[config.mk]
export PLATFORM = sky130hd
export DESIGN_NAME = div_16bit
export DESIGN_NICKNAME = d
export VERILOG_FILES = /design/src/rtl/div_pkg.sv /design/src/rtl/div_sub_stage.sv /design/src/rtl/div_16bit.sv
export SDC_FILE = /design/constraint.sdc
export NUM_CORES = 1
export LEC_CHECK = 0
export CORE_ASPECT_RATIO = 1.2
export CORE_MARGIN = 4
export CORE_UTILIZATION = 57
export CTS_CLUSTER_SIZE = 12
export DETAILED_ROUTE_END_ITERATION = 6
export HOLD_SLACK_MARGIN = 0.12
export MAX_ROUTING_LAYER = met4
export PLACE_DENSITY = 0.84
export SYNTH_ARGS = -nofsm -noshare
export SYNTH_HDL_FRONTEND = slang
export SYNTH_SLANG_ARGS = --single-unit
[constraint.sdc]
create_clock -name clk -period 4.14 [get_ports clk]
set_clock_uncertainty 0.05 [all_clocks]
set_input_delay 1.242 -clock clk [delete_from_list [all_inputs] [get_ports clk]]
set_output_delay 1.242 -clock clk [all_outputs]
set_load 0.02 [all_outputs]
[src/rtl/div_pkg.sv]
// Shared constants and FSM state type for the iterative divider.
package div_pkg;

    localparam int WIDTH_DEF = 16;
    localparam int CNT_W     = $clog2(WIDTH_DEF);

    typedef enum logic [1:0] {
        IDLE,
        CALC,
        DONE
    } state_t;

endpackage

[src/rtl/div_sub_stage.sv]
// Trial subtraction used by each restoring-division step.
module div_sub_stage #(
    parameter int W = 17
) (
    input  logic [W-1:0] part_rem,
    input  logic [W-1:0] divisor,
    output logic [W-1:0] diff,
    output logic         borrow
);

    logic [W:0] full;

    assign full   = {1'b0, part_rem} - {1'b0, divisor};
    assign diff   = full[W-1:0];
    assign borrow = full[W];

endmodule

[src/rtl/div_16bit.sv]
// Iterative restoring divider, one quotient bit per cycle, signed or unsigned.
//   state | meaning
//   IDLE  | accepting operands
//   CALC  | one restoring step per cycle (single pass when divisor is zero)
//   DONE  | result held until consumer accepts
module div_16bit
    import div_pkg::*;
#(
    parameter int WIDTH = WIDTH_DEF
) (
    input  logic             clk,
    input  logic             rst,
    input  logic             in_valid,
    output logic             in_ready,
    input  logic [WIDTH-1:0] dividend,
    input  logic [WIDTH-1:0] divisor,
    input  logic             is_signed,
    output logic             out_valid,
    input  logic             out_ready,
    output logic [WIDTH-1:0] quotient,
    output logic [WIDTH-1:0] remainder,
    output logic             div_by_zero
);

    state_t           state_q, state_d;
    logic [CNT_W-1:0] cnt_q;
    logic [WIDTH-1:0] rem_q, quo_q, dvs_q, dvd_raw_q;
    logic             q_neg_q, r_neg_q, dbz_q;

    logic             dvd_neg, dvs_neg;
    logic [WIDTH-1:0] dvd_abs, dvs_abs;
    logic [WIDTH:0]   part_rem, diff;
    logic             borrow, last;
    logic [WIDTH-1:0] rem_nx, quo_nx;

    assign dvd_neg = is_signed & dividend[WIDTH-1];
    assign dvs_neg = is_signed & divisor[WIDTH-1];
    assign dvd_abs = dvd_neg ? -dividend : dividend;
    assign dvs_abs = dvs_neg ? -divisor : divisor;

    // Next dividend bit enters from the MSB of the quotient register.
    assign part_rem = {rem_q, quo_q[WIDTH-1]};

    div_sub_stage #(.W(WIDTH + 1)) u_sub (
        .part_rem (part_rem),
        .divisor  ({1'b0, dvs_q}),
        .diff     (diff),
        .borrow   (borrow)
    );

    assign rem_nx = borrow ? part_rem[WIDTH-1:0] : diff[WIDTH-1:0];
    assign quo_nx = {quo_q[WIDTH-2:0], ~borrow};
    assign last   = (cnt_q == CNT_W'(WIDTH - 1));

    assign in_ready  = (state_q == IDLE);
    assign out_valid = (state_q == DONE);

    always_comb begin
        state_d = state_q;
        case (state_q)
            IDLE: if (in_valid) state_d = CALC;
            CALC: if (dbz_q || last) state_d = DONE;
            DONE: if (out_ready) state_d = IDLE;
            default: state_d = IDLE;
        endcase
    end

    always_ff @(posedge clk) begin
        if (rst) begin
            state_q     <= IDLE;
            cnt_q       <= '0;
            rem_q       <= '0;
            quo_q       <= '0;
            dvs_q       <= '0;
            dvd_raw_q   <= '0;
            q_neg_q     <= 1'b0;
            r_neg_q     <= 1'b0;
            dbz_q       <= 1'b0;
            quotient    <= '0;
            remainder   <= '0;
            div_by_zero <= 1'b0;
        end else begin
            state_q <= state_d;
            case (state_q)
                IDLE: begin
                    if (in_valid) begin
                        quo_q     <= dvd_abs;
                        rem_q     <= '0;
                        dvs_q     <= dvs_abs;
                        dvd_raw_q <= dividend;
                        q_neg_q   <= dvd_neg ^ dvs_neg;
                        r_neg_q   <= dvd_neg;
                        dbz_q     <= (divisor == '0);
                        cnt_q     <= '0;
                    end
                end
                CALC: begin
                    if (dbz_q) begin
                        quotient    <= '1;
                        remainder   <= dvd_raw_q;
                        div_by_zero <= 1'b1;
                    end else begin
                        rem_q <= rem_nx;
                        quo_q <= quo_nx;
                        cnt_q <= cnt_q + CNT_W'(1);
                        if (last) begin
                            // Negating zero yields zero, so no separate zero check.
                            quotient    <= q_neg_q ? -quo_nx : quo_nx;
                            remainder   <= r_neg_q ? -rem_nx : rem_nx;
                            div_by_zero <= 1'b0;
                            cnt_q       <= '0;
                        end
                    end
                end
                default: ;
            endcase
        end
    end

endmodule
==> impl_metrics.yaml, run 1 <==
run_status:
  status: "finished clean"
global_routing:
  track_usage_pct: 28.8
  grt_pass1_wl_mm: 29.2
  grtUsageMet1_pct: 35.0
  met3_usage_pct: 3.50
  grt_util_met2_pct: 48.9
  overflow: 0
  grt_busiest_layer: "met2"
  grt_pass1_vias: 5869
  grt_max_degree: 59
  antenna_found_initial: 0
power_and_ir_drop:
  comb_power_share_pct: 44.3
  p_switching_mw: 1.50
  clockPowerShare_pct: 23.4
  switching_share_pct: 41.2
  power-per-cell-area_mw_per_mm2: 492
  peakVddDrop_mv: 0.303
  p_total_mw: 3.64
  leakage_nw: 2.72
  internal_power_mw: 2.14
  sequentialPowerShare_pct: 32.3
route:
  ant_nets: 0
  drt_iter0_drc: 517
  first_pass_iters: 7
  drcViolationCount: 0
  wirelength_mm: 18.4
  vias: 6289
  via_per_inst: 6.24
  wl_per_cell_um: 18.2
setup_path:
  max_stage_delay_ns: 0.38
  reg2regPathDepth: 15
  path_buf_inv: 1
  cp.depth: 15
  crit_path_start_kind: "flop"
  end_kind: "flop"
  timing.rr.start: "dvs_q[1]$_SDFFE_PP0P_"
  cp.arrival_ns: 4.06
  path_class: "flop to flop"
  worstSetupStartpoint: "dvs_q[1]$_SDFFE_PP0P_"
  required_ns: 4.36
  critPathMaxFanout: 7
  crit_chain: "inv_1 -> ha_1 -> nor2b_1 -> o31ai_4 -> a211oi_4 -> o2111ai_4 -> nand2_4 -> o21ai_0 -> ha_1 -> nand2_1 -> o32a_1 -> or2_2 -> o21ai_0 -> xnor2_1 -> o2bb2ai_1"
  cpLargestDelayFamily: "compound AO/OA/AOI/OAI gates"
  worst_path_max_delay_cell: "dfxtp_1"
timing:
  period_needed_ns: 3.84
  timing.fmax_ghz: 0.261
  finalSetupTns_ns: 0
  setup_violations: 0
  post-route-period-util_pct: 92.7
  worst_hold_slack_ns: 0.411
  relSlewSlack_pct: 48.6
  slew_viol_final: 0
  worst_pin_slew_ns: 0.763
  rsz0062_at_grt: "no"
  hold_viol: 0
cts:
  root_buffer: "clkbuf_16"
  cts.repair.resized: 0
  clk_pin_slew_ns: 0.07
  cts.sinks: 106
  htreeDepth: 3
  post_cts_buffers: 0
  ctsHoldBuffers: 0
  cts_tree: "yes"
  cts.path.max_buffers: 2
  numCtsBuffers: 9
  clk_latency_ns: 0.35
hold_path:
  hold_path_depth: 2
  hold_start: "dvd_raw_q[1]$_SDFFE_PP0P_"
  hold_class: "flop to flop"
die:
  die_y_um: 123
  dieArea_mm2: 0.0128
  initial_core_util_pct: 59.1
  fp.coreArea_mm2: 0.0107
  row_count: 41
  die_x_um: 104
  io_pins: 72
logic_synthesis:
  yosys.area_share.adder_pct: 4.48
  synth_seq_cells: 106
  synth_compound_area_share_pct: 25.3
  synth_largest_area_cell: "dfxtp_1"
  ys_types: 63
  yosysWarnings: 0
  ys_top_cells_by_area: "dfxtp_1 (34%), nor2_1 (7.2%), a21oi_1 (6.2%), nand2_1 (6.1%), xor2_1 (5.0%)"
  synthMuxAreaShare_pct: 1.13
  synth.top_cell.area_share_pct: 33.6
  synthXorXnorAreaFrac_pct: 8.19
  synthArstFlopShare_pct: 0
  synth.cell_area_mm2: 0.00631
  syn_nets: 886
  synthCells: 827
  synth_edf_count: 0
  syn_avg_cell_area_um2: 7.63
  synth_top_family_by_area: "compound AO/OA/AOI/OAI gates"
  synth-simple-area-share_pct: 22.7
  synth-main-ff-cell: "dfxtp_1"
  ys_seq_area_share_pct: 33.6
final_layout:
  mostFrequentLayoutCells: "nor2_1 (120), dfxtp_1 (106), nand2_1 (103)"
  layout-drive-gt1-share_pct: 5.01
  final_common_cell: "nor2_1"
  area_delta_synth_final_pct: 17.1
  n_antenna_cell: 0
  layout.nets: 933
  final_cells: 1008
  final_util_pct: 69.2
place:
  place.gp.congestion: 0.976
  placed_cells_incl_taps: 992
  numPortBuffers: 71
  hpwl_mm: 13.6
job:
  cap_violations: 0
[Yosys cell counts, types with 3 or more instances]
cell	instances
nand3b_1	4
and3_1	10
or2_2	3
buf_1	6
o31a_1	5
a22oi_1	8
nand3_1	21
and2_1	5
o41ai_1	8
a211oi_1	40
o22ai_1	9
nand2b_1	6
o31ai_1	9
mux2i_1	6
a31oi_1	12
nor2_1	121
ha_1	21
inv_1	28
nand2_1	103
nor3_1	3
nor3b_1	4
dfxtp_1	106
or4_1	6
a21oi_1	78
a21o_1	3
o211ai_1	3
a311oi_1	7
clkbuf_1	41
xor2_1	36
or3_1	11
o21ai_0	37
o21a_1	4
nor2b_1	6
xnor2_1	23
[path summary, 6_finish.rpt]
| check | end | slack [ns] |
|---|---|---|
| worst max-delay path | remainder[12]$_SDFFE_PP0P_ | 0.30 |
| worst min-delay path | dvd_raw_q[1]$_SDFFE_PP0P_ | 0.41 |
| worst max register to register | remainder[12]$_SDFFE_PP0P_ | 0.30 |
| worst min register to register | dvd_raw_q[1]$_SDFFE_PP0P_ | 0.41 |
[logic make-up after synthesis]
group | count (synthesis)
AO/OA/AOI/OAI | 242
adder cells (fa/ha/maj) | 22
AND/OR/NAND/NOR | 315
buffers and inverters | 76
multiplexers | 7
XOR/XNOR | 59
flip-flops | 106
[flip-flops by register name (all words and copies together) (netlist names)]
register,cells
rem_q,16
quotient,16
state_q,2
remainder,16
dvd_raw_q,16
div_by_zero,1
quo_q,16
q_neg_q,1
dbz_q,1
dvs_q,16
r_neg_q,1
cnt_q,4
[power by group through the flow]
stage | registers (mW) | clock network, mW | logic (mW)
3_5_place_dp | 1.19 | 0 | 1.56
5_1_grt | 1.18 | 0.894 | 1.76
2_1_floorplan | 1.17 | 0 | 1.18
3_3_place_gp | 1.19 | 0 | 1.53
4_1_cts | 1.17 | 0.853 | 1.58
6_report | 1.17 | 0.850 | 1.61
[per-layer routing]
metal / part of all wire, % / vias to the layer above / routed length, µm
li1: - / 3029 / -
met1: 41 / 2966 / 7590
met2: 49 / 251 / 9070
met3: 6.0 / 43 / 1110
met4: 3.2 / 0 / 596
met5: 0 / - / 0
[layout make-up]
| cell class | count | area (µm²) |
|---|---|---|
| clock buffers | 9 | 225 |
| flip-flops and latches | 106 | 2120 |
| well taps | 129 | 161 |
| fillers | 916 | 3280 |
| multi-input cells | 645 | 3900 |
| clock inverters | 7 | 68.8 |
| inverters | 29 | 111 |
| repair buffers | 83 | 798 |
[stage by stage]
step,worst slack (ns),cell area (µm²)
finish,0.304,7390
global route,0.0484,7390
CTS,0.351,7390
detailed placement,0.380,7090
global placement,0.560,7090
floorplan,0.426,6310
[worst register-to-register path, delay by kind of cell (launching register included)]
| family | cells | cell delay, ns |
|---|---|---|
| adders and majority gates | 2 | 0.59 |
| and+or+nand+nor | 4 | 0.72 |
| DFF | 1 | 0.38 |
| xor gates and xnor gates | 1 | 0.15 |
| buffers and inverters | 1 | 0.06 |
| AOI/OAI and AO/OA | 7 | 1.80 |
No activity file was read; power rests on OpenSTA's default activity.
==> run 2: changes to the inputs <==
--- a/config.mk
+++ b/config.mk
@@ -7,12 +7,12 @@
 export LEC_CHECK = 0
 export CORE_ASPECT_RATIO = 1.2
 export CORE_MARGIN = 4
-export CORE_UTILIZATION = 57
+export CORE_UTILIZATION = 55
 export CTS_CLUSTER_SIZE = 12
 export DETAILED_ROUTE_END_ITERATION = 6
 export HOLD_SLACK_MARGIN = 0.12
 export MAX_ROUTING_LAYER = met4
-export PLACE_DENSITY = 0.84
+export PLACE_DENSITY = 0.81
 export SYNTH_ARGS = -nofsm -noshare
 export SYNTH_HDL_FRONTEND = slang
 export SYNTH_SLANG_ARGS = --single-unit
==> run 2 against run 1 <==
Utilization is 2.4 points lower. Non-clock buffer count is 2 higher. Via count is 1.2% lower. Design area is 0.73% higher. Critical path depth stayed put. Total power is 0.86% lower. Largest power group unchanged. Highest routed layer unchanged.
==> impl_metrics.yaml, run 2 (synthesis gave the netlist of run 1 again) <==
run_status:
  status: "finished clean"
timing:
  rsz0062_at_grt: "no"
  hold_viol: 0
  relSlewSlack_pct: 53.3
  worst_pin_slew_ns: 0.693
  post-route-period-util_pct: 91.8
  setup_violations: 0
  worst_slack_ns: 0.340
  slew_viol_final: 0
  finalSetupTns_ns: 0
  period_needed_ns: 3.80
  timing.fmax_ghz: 0.263
power_and_ir_drop:
  power-per-cell-area_mw_per_mm2: 484
  leakage_nw: 2.73
  p_total_mw: 3.60
  peakVddDrop_mv: 0.411
job:
  cap_violations: 0
die:
  dieArea_mm2: 0.0133
  die_x_um: 106
  row_count: 42
  initial_core_util_pct: 56.6
  fp.coreArea_mm2: 0.0111
  die_y_um: 125
  io_pins: 72
route:
  wirelength_mm: 17.7
  drcViolationCount: 0
  first_pass_iters: 5
  ant_nets: 0
  vias: 6215
  wl_per_cell_um: 17.1
  drt_iter0_drc: 359
  via_per_inst: 6.00
setup_path:
  crit_chain: "inv_1 -> ha_1 -> nor2b_1 -> o31ai_4 -> a211oi_4 -> o2111ai_4 -> nand2_4 -> o21ai_0 -> ha_2 -> nand2_1 -> o32a_1 -> or2_2 -> o21ai_0 -> xnor2_1 -> o2bb2ai_1"
  timing.rr.start: "dvs_q[1]$_SDFFE_PP0P_"
  cpLargestDelayFamily: "compound AO/OA/AOI/OAI gates"
  path_buf_inv: 1
  r2r-end: "remainder[12]$_SDFFE_PP0P_"
  path_class: "flop to flop"
  worst_path_max_delay_cell: "dfxtp_1"
  required_ns: 4.37
  cp.arrival_ns: 4.03
  crit_path_start_kind: "flop"
  critPathMaxFanout: 12
  max_stage_delay_ns: 0.37
  reg2regPathDepth: 15
  worstSetupEndpoint: "remainder[12]$_SDFFE_PP0P_"
  rrSetupSlack_ns: 0.34
  cpMostUsedCell: "o21ai_0"
  end_kind: "flop"
  cp.depth: 15
  worstSetupStartpoint: "dvs_q[1]$_SDFFE_PP0P_"
place:
  pre_cts_ws_ns: 0.331
  hpwl_mm: 13.0
  placed_cells_incl_taps: 1019
  numPortBuffers: 71
  place.gp.congestion: 0.948
final_layout:
  layout-drive-gt1-share_pct: 5.33
  final_common_cell: "nor2_1"
  n_antenna_cell: 0
  layout.nets: 935
  final_util_pct: 66.8
  mostFrequentLayoutCells: "nor2_1 (120), dfxtp_1 (106), nand2_1 (103)"
  area_delta_synth_final_pct: 18.0
  final_cells: 1035
global_routing:
  track_usage_pct: 27.6
  overflow: 0
  grt_pass1_wl_mm: 29.4
  grt_pass1_vias: 5942
  grt_max_degree: 57
  antenna_found_initial: 0
hold_path:
  hold_class: "flop to flop"
cts:
  root_buffer: "clkbuf_16"
  numCtsBuffers: 9
  cts_tree: "yes"
  cts.path.max_buffers: 2
  post_cts_buffers: 0
  htreeDepth: 3
  cts.sinks: 106
  clk_pin_slew_ns: 0.07
  clk_latency_ns: 0.35
run 2: cell count changes in the layout (fill, tap and decap cells not counted):
cell | before | now
inv_8 | 3 | 1
o21ai_1 | 1 | 2
ha_2 | 0 | 1
ha_1 | 21 | 20
buf_4 | 13 | 15
o21ai_0 | 37 | 36
clkbuf_8 | 0 | 2
run 2: metrics by stage:
stage / hold WS (ns) / cell area [µm²]
after floorplan: 0.382 / 6310
after global placement: 0.394 / 7140
after detailed placement: 0.397 / 7140
after CTS: 0.407 / 7440
after global routing: 0.438 / 7440
final: 0.407 / 7440
run 2: worst min-delay path by stage:
| stage | startpoint | endpoint | slack, ns | cells after the start |
|---|---|---|---|---|
| finish | dvd_raw_q[5]$_SDFFE_PP0P_ | dvd_raw_q[5]$_SDFFE_PP0P_ | 0.41 | 2 |
| global route | dvd_raw_q[5]$_SDFFE_PP0P_ | dvd_raw_q[5]$_SDFFE_PP0P_ | 0.44 | 2 |
| CTS | dvs_q[14]$_SDFFE_PP0P_ | dvs_q[14]$_SDFFE_PP0P_ | 0.41 | 2 |
| detailed placement | dvs_q[14]$_SDFFE_PP0P_ | dvs_q[14]$_SDFFE_PP0P_ | 0.40 | 2 |
| global placement | dvd_raw_q[1]$_SDFFE_PP0P_ | dvd_raw_q[1]$_SDFFE_PP0P_ | 0.39 | 2 |
| floorplan | dvs_q[14]$_SDFFE_PP0P_ | dvs_q[14]$_SDFFE_PP0P_ | 0.38 | 2 |
run 2: worst register-to-register path: cells and delay by family (launching register included):
kind / cells / cell delay, ns
and+or+nand+nor: 4 / 0.75
DFF: 1 / 0.37
buffers and inverters: 1 / 0.06
AOI/OAI and AO/OA: 7 / 1.79
adders and majority gates: 2 / 0.57
xor gates and xnor gates: 1 / 0.15
run 2: layer usage:
metal  global-route usage, %  wire length, µm  vias up
met3                    2.89              932       41
met2                    42.3             8200      220
met1                    37.0             8020     2916
met5                       -                0        -
li1                        -                -     3038
met4                    11.8              569        0
run 2: power breakdown:
part	total (mW)	switching, mW	internal, mW	leakage (nW)
registers	1.17	0.0759	1.09	0.864
logic	1.58	0.955	0.626	1.72
clock network	0.854	0.404	0.450	0.148
total	3.60	1.44	2.17	2.73
run 2: what timing repair did:
action                                 in CTS  in global routing
hold buffers                                0                  0
endpoints found under the hold margin       0                  0
setup endpoints to repair                   0                  1
resized for setup                           0                  2
run 2: final cells by class:
class | count | area, µm²
clock buffers | 11 | 253
inverters | 29 | 111
multi-input cells | 645 | 3900
clock inverters | 5 | 46.3
flip-flops and latches | 106 | 2120
well taps | 154 | 193
fillers | 1020 | 3700
repair buffers | 85 | 813
==> RTL change (config.mk and constraints of run 1) <==
The package constant `WIDTH_DEF` goes from 16 to 32.
--- a/src/rtl/div_pkg.sv
+++ b/src/rtl/div_pkg.sv
@@ -1,7 +1,7 @@
 // Shared constants and FSM state type for the iterative divider.
 package div_pkg;
 
-    localparam int WIDTH_DEF = 16;
+    localparam int WIDTH_DEF = 32;
     localparam int CNT_W     = $clog2(WIDTH_DEF);
 
     typedef enum logic [1:0] {
Ports: changed (resized dividend, divisor, quotient and remainder); port bits go from 72 to 136. No check against the original RTL was run, so the function may have changed too.
==> RTL change against run 1 <==
- critical path depth grew 3
- the run now ends with DRC, setup timing left
- count of clock-buffer cells in the layout grew 24
- cell area grew 130%
- power grew to 5.2 times the old value
- setup slack lost 310 ps
- largest cell class unchanged
- synthesized area grew 110%
- routed wire length grew 140%
- sequential cell count grew 97
==> RTL change: results <==
[drt]
wl_met3_um = 3140
drcViolationCount = 29
via_per_inst = 6.29
wl_met1_um = 17500
vias = 14107
met2WireLength_um = 21700

[global_route]
grt_max_degree = 146
grt_use_met3_pct = 4.24
first_global_vias = 13366
track_usage_pct = 34.2

[synthesis]
synthAdderAreaFrac_pct = 3.82
synthTopCellsByArea = "dfxtp_1, nor2_1, nand2_1"
synth-seq-area-share_pct = 31.3
synth_compound_area_share_pct = 26.4
synth_commonest_cells = "nor2_1, dfxtp_1, nand2_1, a21oi_1, clkbuf_1"

[timing]
final.setup.tns_ps = -7.28
holdWs_ps = 404
timing.final.ws_setup_ps = -7.28
slew_headroom_pct = 11.0
setup_viol = 1

[setup_path]
crit_path_end = "remainder[22]$_SDFFE_PP0P_"
slowest_delay_ps = 450
crit_arrival_ps = 4460
r2r_cells = 18

[power]
p_switching_uw = 8770
p_total_uw = 18800
pwr-share-clk_pct = 11.1

[hold_path]
min_from = "dvs_q[19]$_SDFFE_PP0P_"
min_to = "dvs_q[19]$_SDFFE_PP0P_"

[place]
routabilityCongestion = 0.974
dpl-instance-area_um2 = 15500

[run_status]
violations = "DRC, setup timing"
status = "complete, but fails checks"

[cells_and_area]
drive_above_1_share_pct = 17.8
[RTL change: cell count changes after synthesis, moves of 45 or more]
cell      delta
a21oi_1     +65
nand2_1     +99
o21ai_0     +45
dfxtp_1     +97
clkbuf_1    +46
nor2_1     +138
[RTL change: repair_timing]
| item | 4_1_cts | 5_1_grt |
|---|---|---|
| endpoints found under the setup margin | 13 | 21 |
| hold buffers | 0 | 0 |
| gates resized for setup | 10 | 71 |
| buffers inserted | 2 | 15 |
| cloned | 0 | 0 |
| pin swaps | 7 | 27 |
[RTL change: logic make-up after synthesis]
family	Yosys count
AND/OR/NAND/NOR	638
AO/OA/AOI/OAI	513
flip-flops	203
buffers and inverters	179
XOR/XNOR	125
adder cells (fa/ha/maj)	39
multiplexers	18
[RTL change: area by class of cell]
cell class                      count  area (um2)
Sequential cell                   203        4080
Multi-Input combinational cell   1333        8530
Fill cell                        1669        5630
Tap cell                          279         349
Clock buffer                       33         643
Inverter                           57         214
Timing Repair Buffer              329        2890
Clock inverter                      7         110
